--- config.mk ---
export PLATFORM = sky130hd
export DESIGN_NAME = fft_stage_sequencer
export DESIGN_NICKNAME = d
export VERILOG_FILES = /design/src/rtl/fft_pkg.sv /design/src/rtl/fft_delay_line.sv /design/src/rtl/fft_stage_sequencer.sv
export SDC_FILE = /design/constraint.sdc
export NUM_CORES = 1
export LEC_CHECK = 0
export BUFFER_PORTS_ARGS = -buffer_cell sky130_fd_sc_hd__buf_2
export CAP_MARGIN = 20
export CORE_MARGIN = 2
export CORE_UTILIZATION = 53
export DETAILED_ROUTE_END_ITERATION = 7
export GPL_ROUTABILITY_DRIVEN = 0
export GPL_TIMING_DRIVEN = 0
export PLACE_DENSITY = 0.84
export SLEW_MARGIN = 0
export SYNTH_ARGS = -nofsm -noshare
export SYNTH_HDL_FRONTEND = slang
export SYNTH_SLANG_ARGS = --single-unit
--- constraint.sdc ---
create_clock -name clk -period 6.45 [get_ports clk]
set_input_delay 0.3225 -clock clk [delete_from_list [all_inputs] [get_ports clk]]
set_output_delay 0.3225 -clock clk [all_outputs]
set_load 0.02 [all_outputs]
--- src/rtl/fft_pkg.sv ---
// Shared definitions for the FFT stage sequencer: defaults, FSM encoding and the
// bit-reverse helper used to scatter loaded samples.
package fft_pkg;

  localparam int N_POINTS_DEF       = 1024;
  localparam int RAM_RD_LATENCY_DEF = 2;
  localparam int BFU_LATENCY_DEF    = 4;
  localparam int MAX_L              = 16;

  typedef enum logic [2:0] {
    ST_IDLE,
    ST_LOAD,
    ST_LOAD_DRAIN,
    ST_STAGE_RUN,
    ST_STAGE_DRAIN,
    ST_DONE
  } fsm_state_e;

  // Reverses the low w bits of x; bits above w come back as zero.
  function automatic logic [MAX_L-1:0] bitrev(input logic [MAX_L-1:0] x, input int w);
    logic [MAX_L-1:0] r;
    r = '0;
    for (int i = 0; i < MAX_L; i++)
      if (i < w) r[i] = x[w-1-i];
    return r;
  endfunction

endpackage

--- src/rtl/fft_delay_line.sv ---
// Fixed-depth shift register that carries a strobe plus its address payload
// from the read issue point to where the data (or write-back) is due.
module fft_delay_line #(
  parameter int DEPTH = 1,
  parameter int W     = 1
)(
  input  logic         clk,
  input  logic         rst,
  input  logic [W-1:0] din,
  output logic [W-1:0] dout
);

  generate
    if (DEPTH == 0) begin : g_wire
      assign dout = din;
    end else begin : g_pipe
      logic [DEPTH-1:0][W-1:0] pipe;

      always_ff @(posedge clk or posedge rst) begin
        if (rst) begin
          pipe <= '0;
        end else begin
          pipe[0] <= din;
          for (int i = 1; i < DEPTH; i++) pipe[i] <= pipe[i-1];
        end
      end

      assign dout = pipe[DEPTH-1];
    end
  endgenerate

endmodule

--- src/rtl/fft_stage_sequencer.sv ---
// In-place radix-2 FFT sequencer: bit-reversed sample load, then L ping-pong
// butterfly stages with read/butterfly/write-back latency tracked by delay lines.
module fft_stage_sequencer
  import fft_pkg::*;
#(
  parameter int N_POINTS       = N_POINTS_DEF,
  parameter int RAM_RD_LATENCY = RAM_RD_LATENCY_DEF,
  parameter int BFU_LATENCY    = BFU_LATENCY_DEF,
  localparam int L             = $clog2(N_POINTS)
)(
  input  logic         clk,
  input  logic         rst,
  input  logic         start_i,
  output logic         busy_o,
  output logic         done_o,
  output logic [L-1:0] buf_addr_o,
  output logic         buf_rd_o,
  output logic [L-1:0] rd_addr_a_o,
  output logic [L-1:0] rd_addr_b_o,
  output logic         rd_en_o,
  output logic [L-1:0] wr_addr_a_o,
  output logic [L-1:0] wr_addr_b_o,
  output logic         wr_en_o,
  output logic         load_o,
  output logic         memsel_o,
  output logic [L-2:0] twiddle_addr_o,
  output logic         bfu_valid_o,
  output logic [3:0]   stage_o,
  output logic         result_sel_o
);

  localparam int WR_LAT = RAM_RD_LATENCY + BFU_LATENCY;
  localparam int DW     = $clog2(WR_LAT + 1);
  localparam int TW     = L - 1;

  localparam logic [L-1:0]  LOAD_LAST     = L'(N_POINTS - 1);
  localparam logic [L-1:0]  RUN_LAST      = L'(N_POINTS / 2 - 1);
  localparam logic [DW-1:0] LD_DRAIN_LAST = DW'(RAM_RD_LATENCY - 1);
  localparam logic [DW-1:0] ST_DRAIN_LAST = DW'(WR_LAT - 1);
  localparam logic [3:0]    STAGE_LAST    = 4'(L - 1);

  fsm_state_e state, state_nxt;

  logic [L-1:0]  cnt;
  logic [DW-1:0] dcnt;
  logic [3:0]    stage;
  logic          memsel, result_sel;

  logic load_end, run_end, ld_drain_end, st_drain_end, last_stage;
  logic ld_live, rd_live;

  assign ld_live      = (state == ST_LOAD);
  assign rd_live      = (state == ST_STAGE_RUN);
  assign load_end     = ld_live && (cnt == LOAD_LAST);
  assign run_end      = rd_live && (cnt == RUN_LAST);
  assign ld_drain_end = (state == ST_LOAD_DRAIN)  && (dcnt == LD_DRAIN_LAST);
  assign st_drain_end = (state == ST_STAGE_DRAIN) && (dcnt == ST_DRAIN_LAST);
  assign last_stage   = (stage == STAGE_LAST);

  always_ff @(posedge clk or posedge rst) begin
    if (rst) state <= ST_IDLE;
    else     state <= state_nxt;
  end

  always_comb begin
    state_nxt = state;
    case (state)
      ST_IDLE:        if (start_i)      state_nxt = ST_LOAD;
      ST_LOAD:        if (load_end)     state_nxt = ST_LOAD_DRAIN;
      ST_LOAD_DRAIN:  if (ld_drain_end) state_nxt = ST_STAGE_RUN;
      ST_STAGE_RUN:   if (run_end)      state_nxt = ST_STAGE_DRAIN;
      ST_STAGE_DRAIN: if (st_drain_end) state_nxt = last_stage ? ST_DONE : ST_STAGE_RUN;
      ST_DONE:                          state_nxt = ST_IDLE;
      default:                          state_nxt = ST_IDLE;
    endcase
  end

  // cnt is the load index in LOAD and the butterfly index k in STAGE_RUN;
  // it returns to 0 whenever its window closes, so every stage starts at k=0.
  always_ff @(posedge clk or posedge rst) begin
    if (rst) begin
      cnt        <= '0;
      dcnt       <= '0;
      stage      <= '0;
      memsel     <= 1'b0;
      result_sel <= 1'b0;
    end else begin
      cnt  <= ((ld_live && !load_end) || (rd_live && !run_end)) ? cnt + 1'b1 : '0;
      dcnt <= ((state == ST_LOAD_DRAIN && !ld_drain_end) ||
               (state == ST_STAGE_DRAIN && !st_drain_end)) ? dcnt + 1'b1 : '0;
      if (state == ST_IDLE && start_i) begin
        stage  <= '0;
        memsel <= 1'b0;
      end else if (st_drain_end) begin
        memsel <= ~memsel;
        if (last_stage) result_sel <= ~memsel;
        else            stage      <= stage + 1'b1;
      end
    end
  end

  logic [L-1:0]  half, pos, grp, addr_a, addr_b, ld_addr;
  logic [TW-1:0] tw;

  always_comb begin
    half    = L'(1) << stage;
    pos     = cnt & (half - 1'b1);
    grp     = cnt >> stage;
    addr_a  = (grp << (stage + 4'd1)) | pos;
    addr_b  = addr_a + half;
    tw      = TW'(pos << (STAGE_LAST - stage));
    ld_addr = L'(bitrev(MAX_L'(cnt), L));
  end

  logic [L+1:0] rv_in, rv_out;
  logic [2*L:0] rw_in, rw_out;

  assign rv_in = {rd_live, ld_live, ld_addr};
  assign rw_in = {rd_live, addr_a, addr_b};

  // Load writes share the read-latency line with bfu_valid; the two never overlap.
  fft_delay_line #(.DEPTH(RAM_RD_LATENCY), .W(L + 2)) u_rd2v (
    .clk  (clk),
    .rst  (rst),
    .din  (rv_in),
    .dout (rv_out)
  );

  fft_delay_line #(.DEPTH(WR_LAT), .W(2 * L + 1)) u_rd2wr (
    .clk  (clk),
    .rst  (rst),
    .din  (rw_in),
    .dout (rw_out)
  );

  logic          ld_wr, st_wr;
  logic [L-1:0]  buf_addr_q, ra_q, rb_q, wa_q, wb_q;
  logic [TW-1:0] tw_q;

  assign ld_wr = rv_out[L];
  assign st_wr = rw_out[2*L];

  always_ff @(posedge clk or posedge rst) begin
    if (rst) begin
      buf_addr_q <= '0;
      ra_q       <= '0;
      rb_q       <= '0;
      tw_q       <= '0;
      wa_q       <= '0;
      wb_q       <= '0;
    end else begin
      buf_addr_q <= buf_addr_o;
      ra_q       <= rd_addr_a_o;
      rb_q       <= rd_addr_b_o;
      tw_q       <= twiddle_addr_o;
      wa_q       <= wr_addr_a_o;
      wb_q       <= wr_addr_b_o;
    end
  end

  always_comb begin
    busy_o         = (state != ST_IDLE);
    done_o         = (state == ST_DONE);
    buf_rd_o       = ld_live;
    buf_addr_o     = ld_live ? cnt : buf_addr_q;
    rd_en_o        = rd_live;
    rd_addr_a_o    = rd_live ? addr_a : ra_q;
    rd_addr_b_o    = rd_live ? addr_b : rb_q;
    twiddle_addr_o = rd_live ? tw : tw_q;
    bfu_valid_o    = rv_out[L+1];
    wr_en_o        = ld_wr | st_wr;
    load_o         = ld_wr;
    wr_addr_a_o    = ld_wr ? rv_out[L-1:0] : (st_wr ? rw_out[2*L-1:L] : wa_q);
    wr_addr_b_o    = st_wr ? rw_out[L-1:0] : wb_q;
    memsel_o       = memsel;
    stage_o        = stage;
    result_sel_o   = result_sel;
  end

endmodule
==> key figures, run 1 <==
Run status
  – Status: finished clean

STA
  – Post-Route Skew: 0.0144 ns
  – Final count of negative-setup-slack endpoints: 0
  – Final Hold Viols: 0
  – Final min period: 5.77 ns
  – RSZ-0062 raised after global routing: false
  – Fin. max-slew vios: 0
  – Relative slew slack: 0.398
  – Worst-Margin Slew: 0.894 ns
  – Tcrit/Tclk final: 0.895
  – Post-Route Setup TNS: 0 ns
  – FMAX: 173 MHz

Yosys
  – Area contributors post-synth: dfrtp_1, mux2_2, nand2_1, ha_1, o21ai_0
  – Synth warnings: 0
  – Synth Area in XOR/XNOR: 0.0273
  – Yosys cell types: 72
  – Synth Area in Adders: 0.0316
  – Yosys reg bits: 229
  – Area share of the largest cell type after synthesis: 0.640
  – Avg Inst Size Synth: 12.6 um2
  – Cell Area, Synth: 0.00895 mm2
  – Compound-gate portion of the synthesized area: 0.0967
  – Synth Area in Simple Gates: 0.0980
  – Main combinational cell family by area after synthesis: simple AND/OR/NAND/NOR gates
  – Post-synth ARST share: 1.00
  – Area leader, netlist: dfrtp_1
  – Post-Syn Nets: 737
  – Sequential area share after synthesis: 0.640
  – Multiplexer area fraction after synthesis: 0.0759
  – Main flop type after synthesis: dfrtp_1
  – Cells after Synth: 712
  – Number of synthesized flops with an enable pin: 0

Routing
  – # DRC: 0
  – Final wirelength: 20200 um
  – Routed length per placed instance: 19.2 um
  – DR vias: 5976
  – Via-to-Cell Ratio: 5.68
  – DR iter-0 viols: 695
  – ANT nets after route: 0
  – First-pass DRT Iterations: 5

Setup path
  – Worst Setup Path Type: register to output port
  – Crit start category: register
  – Worst Setup End Kind: output port
  – Worst-path maximum fanout: 16
  – Most frequent CP cell: ha_1
  – CP Cell Sequence: buf_4 -> buf_6 -> inv_4 -> ha_1 -> or3b_2 -> clkbuf_1 -> ha_1 -> nand2b_1 -> mux2_2 -> o21ai_0 -> nand2_1 -> o21ai_1 -> ha_1 -> o21a_1 -> o21ai_0 -> o31ai_1 -> xnor2_1 -> a22oi_1 -> o21ai_1 -> buf_2
  – CP arrival: 5.45 ns
  – Critical Path Max Stage Delay: 0.45 ns
  – Slowest cell on the critical path: or3b_2
  – Required time worst endpoint: 6.13 ns

Global route
  – Gr usage total: 0.233
  – Largest net degree at the start of global routing: 47
  – Overflow left after global routing: 0
  – Initial antenna violation count: 0
  – First-pass GRT wire length: 33000 um
  – Vias in the first global route: 6241

Floorplan
  – Die height: 134 um
  – Initial core utilization: 0.542
  – IO Count: 75
  – Cell Rows: 47
  – Core area: 0.0165 mm2
  – Die Wd: 134 um
  – Die footprint: 0.0179 mm2

Worst hold path
  – Hold WC Path Type: input port to register

Power and ir drop
  – Peak VDD IR: 0.232 mV
  – Sw Share: 0.221
  – Reg power frac: 0.499
  – Clk pwr share: 0.443
  – Combinational Power Share: 0.058
  – Final Power: 3.08 mW
  – Internal: 2.40 mW
  – Net Sw Power: 0.683 mW
  – Leak pwr: 5.05 nW
  – PD cells: 294 mW/mm2

Layout
  – Layout Cells excl Fill: 1052
  – Fill cells: 1223
  – Final #Nets: 841
  – Ant diodes: 0
  – Share of cells above drive strength 1: 0.218
  – Area grow syn2layout: 17.3%

Clock tree
  – CTS tree: done
  – Post-CTS Setup Bufs: 0
  – H-tree depth: 1
  – Clock sinks: 229
  – Worst-case clock buffer depth: 3
  – Total CTS buffers: 23
  – Reg clk slew, reported paths: 0.06 ns
  – Clock Latency Late Sink: 0.50 ns
  – Root Driver: clkbuf_16

Placement
  – Port bufs: 74
  – Cell count after placement: 1011
  – DPL Wire Length: 13400 um

Job
  – Maxcap violations: 0
-- cell type report --
class	instances	area [um2]	share of cell area
well taps	220	275	0.0262
inverters	20	81.3	0.00775
clock inverters	10	144	0.0137
repair buffers	80	480	0.0458
multi-input cells	421	2950	0.281
clock buffers	31	646	0.0615
flip-flops and latches	229	5730	0.546
plain buffers	41	190	0.0181
-- power groups by stage --
stage	logic (mW)	clock network, mW	registers [mW]
6_report	0.180	1.37	1.54
5_1_grt	0.197	1.46	1.54
4_1_cts	0.177	1.39	1.54
3_5_place_dp	0.174	0	1.56
3_3_place_gp	0.162	0	1.56
2_1_floorplan	0.125	0	1.55
-- per-layer routing --
| metal | global-route usage | vias up | wire, um |
|---|---|---|---|
| li1 | - | 2660 | - |
| met1 | 0.304 | 2961 | 8040 |
| met2 | 0.383 | 277 | 9780 |
| met3 | 0.0423 | 78 | 1480 |
| met4 | 0.107 | 0 | 941 |
| met5 | 0 | - | 0 |
-- logic make-up after synthesis --
logic type	count (synthesis)
DFF	229
and+or+nand+nor	189
AOI/OAI and AO/OA	123
buffers and inverters	62
muxes	60
xor gates and xnor gates	27
adders and majority gates	22
-- worst paths after layout --
check / slack [ns] / to / cells past startpoint / startpoint
hold / removal: 0.19 / state[0] / 5 / start_i
setup reg to reg: 1.60 / rb_q[9] / 19 / stage_o[0]
hold reg to reg: 0.34 / u_rd2wr.g_pipe.pipe[58] / 0 / u_rd2wr.g_pipe.pipe[37]
max in group asynchronous: 4.90 / ra_q[1] / 6 / rst
setup / recovery: 0.68 / rd_addr_b_o[9] / 20 / stage_o[0]
min in group asynchronous: 0.40 / wa_q[4] / 3 / rst
-- metrics by stage --
step	area [um2]	utilization	hold WS, ns	worst slack, ns
final	10500	0.635	0.194	0.678
after global routing	10500	0.635	0.230	0.294
after detailed placement	9700	0.587	0.335	0.853
after CTS	10500	0.635	0.179	0.238
after floorplan	8950	-	0.331	1.73
after global placement	9600	0.581	0.331	0.823
-- Yosys cell counts, types with 5 or more instances --
master      n
a211oi_1    8
a21oi_1     8
and2_1      8
buf_4       5
clkbuf_1   26
dfrtp_1   229
ha_1       21
inv_1      17
mux2_2     38
mux2i_1    18
nand2_1    76
nand2b_1    9
nand3_1    10
nor2_1     47
nor2b_1     7
nor3_1      7
o21ai_0    37
o21ai_1     7
o31ai_1     5
or3_1       5
xnor2_1    18
xor2_1      8
-- flip-flops by register name (all words and copies together) (netlist names), 3 cells and up --
| signal | flops |
|---|---|
| buf_addr_q | 10 |
| u_rd2wr.g_pipe.pipe | 103 |
| u_rd2v.g_pipe.pipe | 12 |
| u_rd2wr.dout | 21 |
| stage_o | 4 |
| wb_q | 10 |
| wa_q | 10 |
| u_rd2v.dout | 12 |
| rb_q | 10 |
| state | 3 |
| dcnt | 3 |
| tw_q | 9 |
| ra_q | 10 |
| cnt | 10 |
-- cells in the final DEF (no fill, tap or decap), types with 7 or more instances in the layout --
master	netlist	layout
nand2b_1	9	9
mux2i_1	18	18
o21ai_1	7	7
nor2_1	47	47
ha_1	21	21
nand3_1	10	10
mux2_2	38	38
clkbuf_1	26	29
inv_1	17	16
nand2_1	76	76
o21ai_0	37	37
nor3_1	7	7
xnor2_1	18	18
xor2_1	8	8
and2_1	8	8
dfrtp_1	229	229
a21oi_1	8	8
buf_2	4	78
clkbuf_16	0	23
a211oi_1	8	8
nor2b_1	7	7
-- worst max-delay path, delay by kind of cell (launching register included) --
family / cells / cell delay (ns)
flip-flops: 1 / 0.43
adder cells (fa/ha/maj): 3 / 0.91
XOR/XNOR: 1 / 0.31
multiplexers: 1 / 0.34
buffers and inverters: 5 / 0.89
AND/OR/NAND/NOR: 3 / 0.73
AO/OA/AOI/OAI: 7 / 1.36
-- repair_timing --
action                                  in CTS  in global routing
gates resized for setup                      0                  0
endpoints found under the setup margin       0                  1
hold buffers                                 1                  0
hold endpoints to repair                    19                  0
Note: power is estimated with default switching activity, not from simulation.
==> run 2, diff against run 1 <==
CORE_ASPECT_RATIO = 0.7   (was default)
==> key figures, run 2 (same netlist as run 1, synthesis figures left out) <==
Run status
  – Status: finished clean

Layout
  – Area grow syn2layout: 16.5%
  – Final Util: 0.634 (-0.000939)
  – Final #Nets: 840 (-0.12%)
  – Layout Cells excl Fill: 1055 (+0.29%)
  – Largest Register: u_rd2wr.g_pipe.pipe
  – Ant diodes: 0 (unchanged)
  – Share of cells above drive strength 1: 0.217 (-0.000681)
  – Most common cell after layout, fill and taps aside: dfrtp_1
  – Most frequent cells in the layout: dfrtp_1, buf_2, nand2_1, nor2_1, mux2_2
  – Final Instance Area: 0.0104 mm2 (-0.63%)
  – Max reg flops: 103 (unchanged)

Worst hold path
  – Hold WC Path Type: input port to register
  – Hold Path Depth: 5 (unchanged)

Setup path
  – CP arrival: 5.67 ns (+0.22 ns)
  – Worst Setup Path Type: register to output port
  – Slowest cell on the critical path: or3b_2
  – Critical Path Max Stage Delay: 0.45 ns (about the same)
  – Worst-path maximum fanout: 16 (unchanged)
  – Most frequent CP cell: ha_1
  – Crit start category: register
  – CP Cell Sequence: buf_4 -> buf_6 -> inv_4 -> ha_1 -> or3b_2 -> clkbuf_1 -> ha_1 -> nand2b_1 -> mux2_2 -> o21ai_0 -> nand2_1 -> o21ai_1 -> ha_1 -> o21a_1 -> o21ai_0 -> o31ai_1 -> xnor2_1 -> a22oi_1 -> o21ai_1 -> buf_2
  – Required time worst endpoint: 6.13 ns (about the same)
  – R2R depth: 19 (unchanged)
  – Worst Setup End Kind: output port

Placement
  – Port bufs: 74 (unchanged)
  – DPL Wire Length: 13600 um (+1.5%)
  – Cell count after placement: 1017 (+0.59%)
  – Cell Area, Placed: 0.00973 mm2 (+0.27%)

Power and ir drop
  – Clk pwr share: 0.420 (-0.023)
  – Sw Share: 0.225 (+0.00408)
  – Net Sw Power: 0.668 mW (-2.2%)
  – Reg power frac: 0.519 (+0.020)
  – PD cells: 284 mW/mm2 (-3.4%)
  – Combinational Power Share: 0.061 (+0.003)
  – Internal: 2.29 mW (-4.5%)
  – Peak VDD IR: 0.169 mV (-27%)
  – Leak pwr: 5.02 nW (-0.54%)

STA
  – Final hold slack: 0.186 ns (-0.00720 ns)
  – Post-Route Skew: 0.0201 ns (+0.00565 ns)
  – Final min period: 6.00 ns (+0.224 ns)
  – Final Hold Viols: 0 (unchanged)
  – Worst-Margin Slew: 0.727 ns (-0.167 ns)
  – Relative slew slack: 0.511 (+0.114)
  – Fin. max-slew vios: 0 (unchanged)
  – Post-Route Setup TNS: 0 ns (unchanged)
  – RSZ-0062 raised after global routing: false
  – Final count of negative-setup-slack endpoints: 0 (unchanged)
  – Tcrit/Tclk final: 0.930 (+0.0347)
  – FMAX: 167 MHz (-3.7%)

Global route
  – First-pass GRT wire length: 32000 um (-3.0%)
  – Gr usage total: 0.225 (-0.00750)
  – Overflow left after global routing: 0 (unchanged)
  – Vias in the first global route: 5915 (-5.2%)
  – Initial antenna violation count: 1 (+1)
  – Largest net degree at the start of global routing: 43 (-8.5%)

Routing
  – # DRC: 0 (unchanged)
  – First-pass DRT Iterations: 6 (+1)
  – Final wirelength: 19600 um (-3.2%)
  – Routed length per placed instance: 18.6 um (-3.5%)
  – ANT nets after route: 0 (unchanged)
  – DR vias: 5958 (-0.30%)
  – DR iter-0 viols: 603 (-13%)
  – Via-to-Cell Ratio: 5.65 (-0.58%)

Floorplan
  – Die Wd: 159 um (+19%)
  – Initial core utilization: 0.544 (+0.00264)
  – Core area: 0.0164 mm2 (-0.48%)
  – Cell Rows: 39 (-17%)
  – IO Count: 75 (unchanged)
  – Die height: 113 um (-16%)
  – Die footprint: 0.0180 mm2 (about the same)

Clock tree
  – Clock Latency Late Sink: 0.51 ns (about the same)
  – CTS tree: done
  – Clock sinks: 229 (unchanged)
  – Reg clk slew, reported paths: 0.06 ns (about the same)
  – Worst-case clock buffer depth: 3 (unchanged)
  – Root Driver: clkbuf_16
  – Post-CTS sizing: 0 (unchanged)
  – H-tree depth: 1 (unchanged)
  – Total CTS buffers: 21 (-8.7%)

Job
  – Maxcap violations: 0 (unchanged)
==> run 2: metal layers <==
metal  global-route usage  share of wire  up-vias
met1                0.327           0.44     2951
met3               0.0535          0.082       71
met5                    0        0.00066        -
li1                     -              -     2661
met4               0.0558          0.031        2
met2                0.350           0.45      273
==> run 2: path summary, 6_finish.rpt <==
check | startpoint | slack (ns) | endpoint
max in group asynchronous | rst | 4.67 | tw_q[2]
min in group asynchronous | rst | 0.48 | wa_q[6]
worst min-delay path | start_i | 0.19 | state[0]
worst max register to register | stage_o[0] | 1.40 | rb_q[9]
worst min register to register | u_rd2wr.g_pipe.pipe[52] | 0.33 | u_rd2wr.g_pipe.pipe[73]
worst max-delay path | stage_o[0] | 0.45 | rd_addr_b_o[9]
==> run 2: cell type report <==
class / count / area, um2
repair buffers: 81 / 500
plain buffers: 41 / 190
multi-input cells: 421 / 2950
well taps: 225 / 282
flip-flops and latches: 229 / 5730
fillers: 1258 / 6010
clock inverters: 11 / 119
clock buffers: 27 / 578
inverters: 20 / 81.3
==> run 2: per-stage QoR <==
| stage | power (mW) | worst slack, ns |
|---|---|---|
| 2_1_floorplan | 1.68 | 1.73 |
| 3_3_place_gp | 1.72 | 0.830 |
| 3_5_place_dp | 1.74 | 0.754 |
| 4_1_cts | 2.98 | 0.160 |
| 5_1_grt | 3.07 | 0.0918 |
| 6_report | 2.96 | 0.454 |
==> run 2: what timing repair did <==
action | in CTS | in global routing
endpoints found under the setup margin | 0 | 3
hold buffers | 1 | 0
hold endpoints to repair | 26 | 0
setup buffers | 0 | 0
==> run 2: critical path, delay by kind of cell (launching register included) <==
kind / cells / cell delay, ns
buffers and inverters: 5 / 0.89
AO/OA/AOI/OAI: 7 / 1.54
XOR/XNOR: 1 / 0.33
adder cells (fa/ha/maj): 3 / 0.91
AND/OR/NAND/NOR: 3 / 0.75
multiplexers: 1 / 0.33
flip-flops: 1 / 0.43
==> run 2: power groups by stage <==
stage                     registers, mW  clock network (mW)  logic (mW)
final                              1.54                1.24       0.181
after global placement             1.56                   0       0.163
after global routing               1.54                1.33       0.199
after CTS                          1.54                1.27       0.178
after floorplan                    1.55                   0       0.125
after detailed placement           1.56                   0       0.176
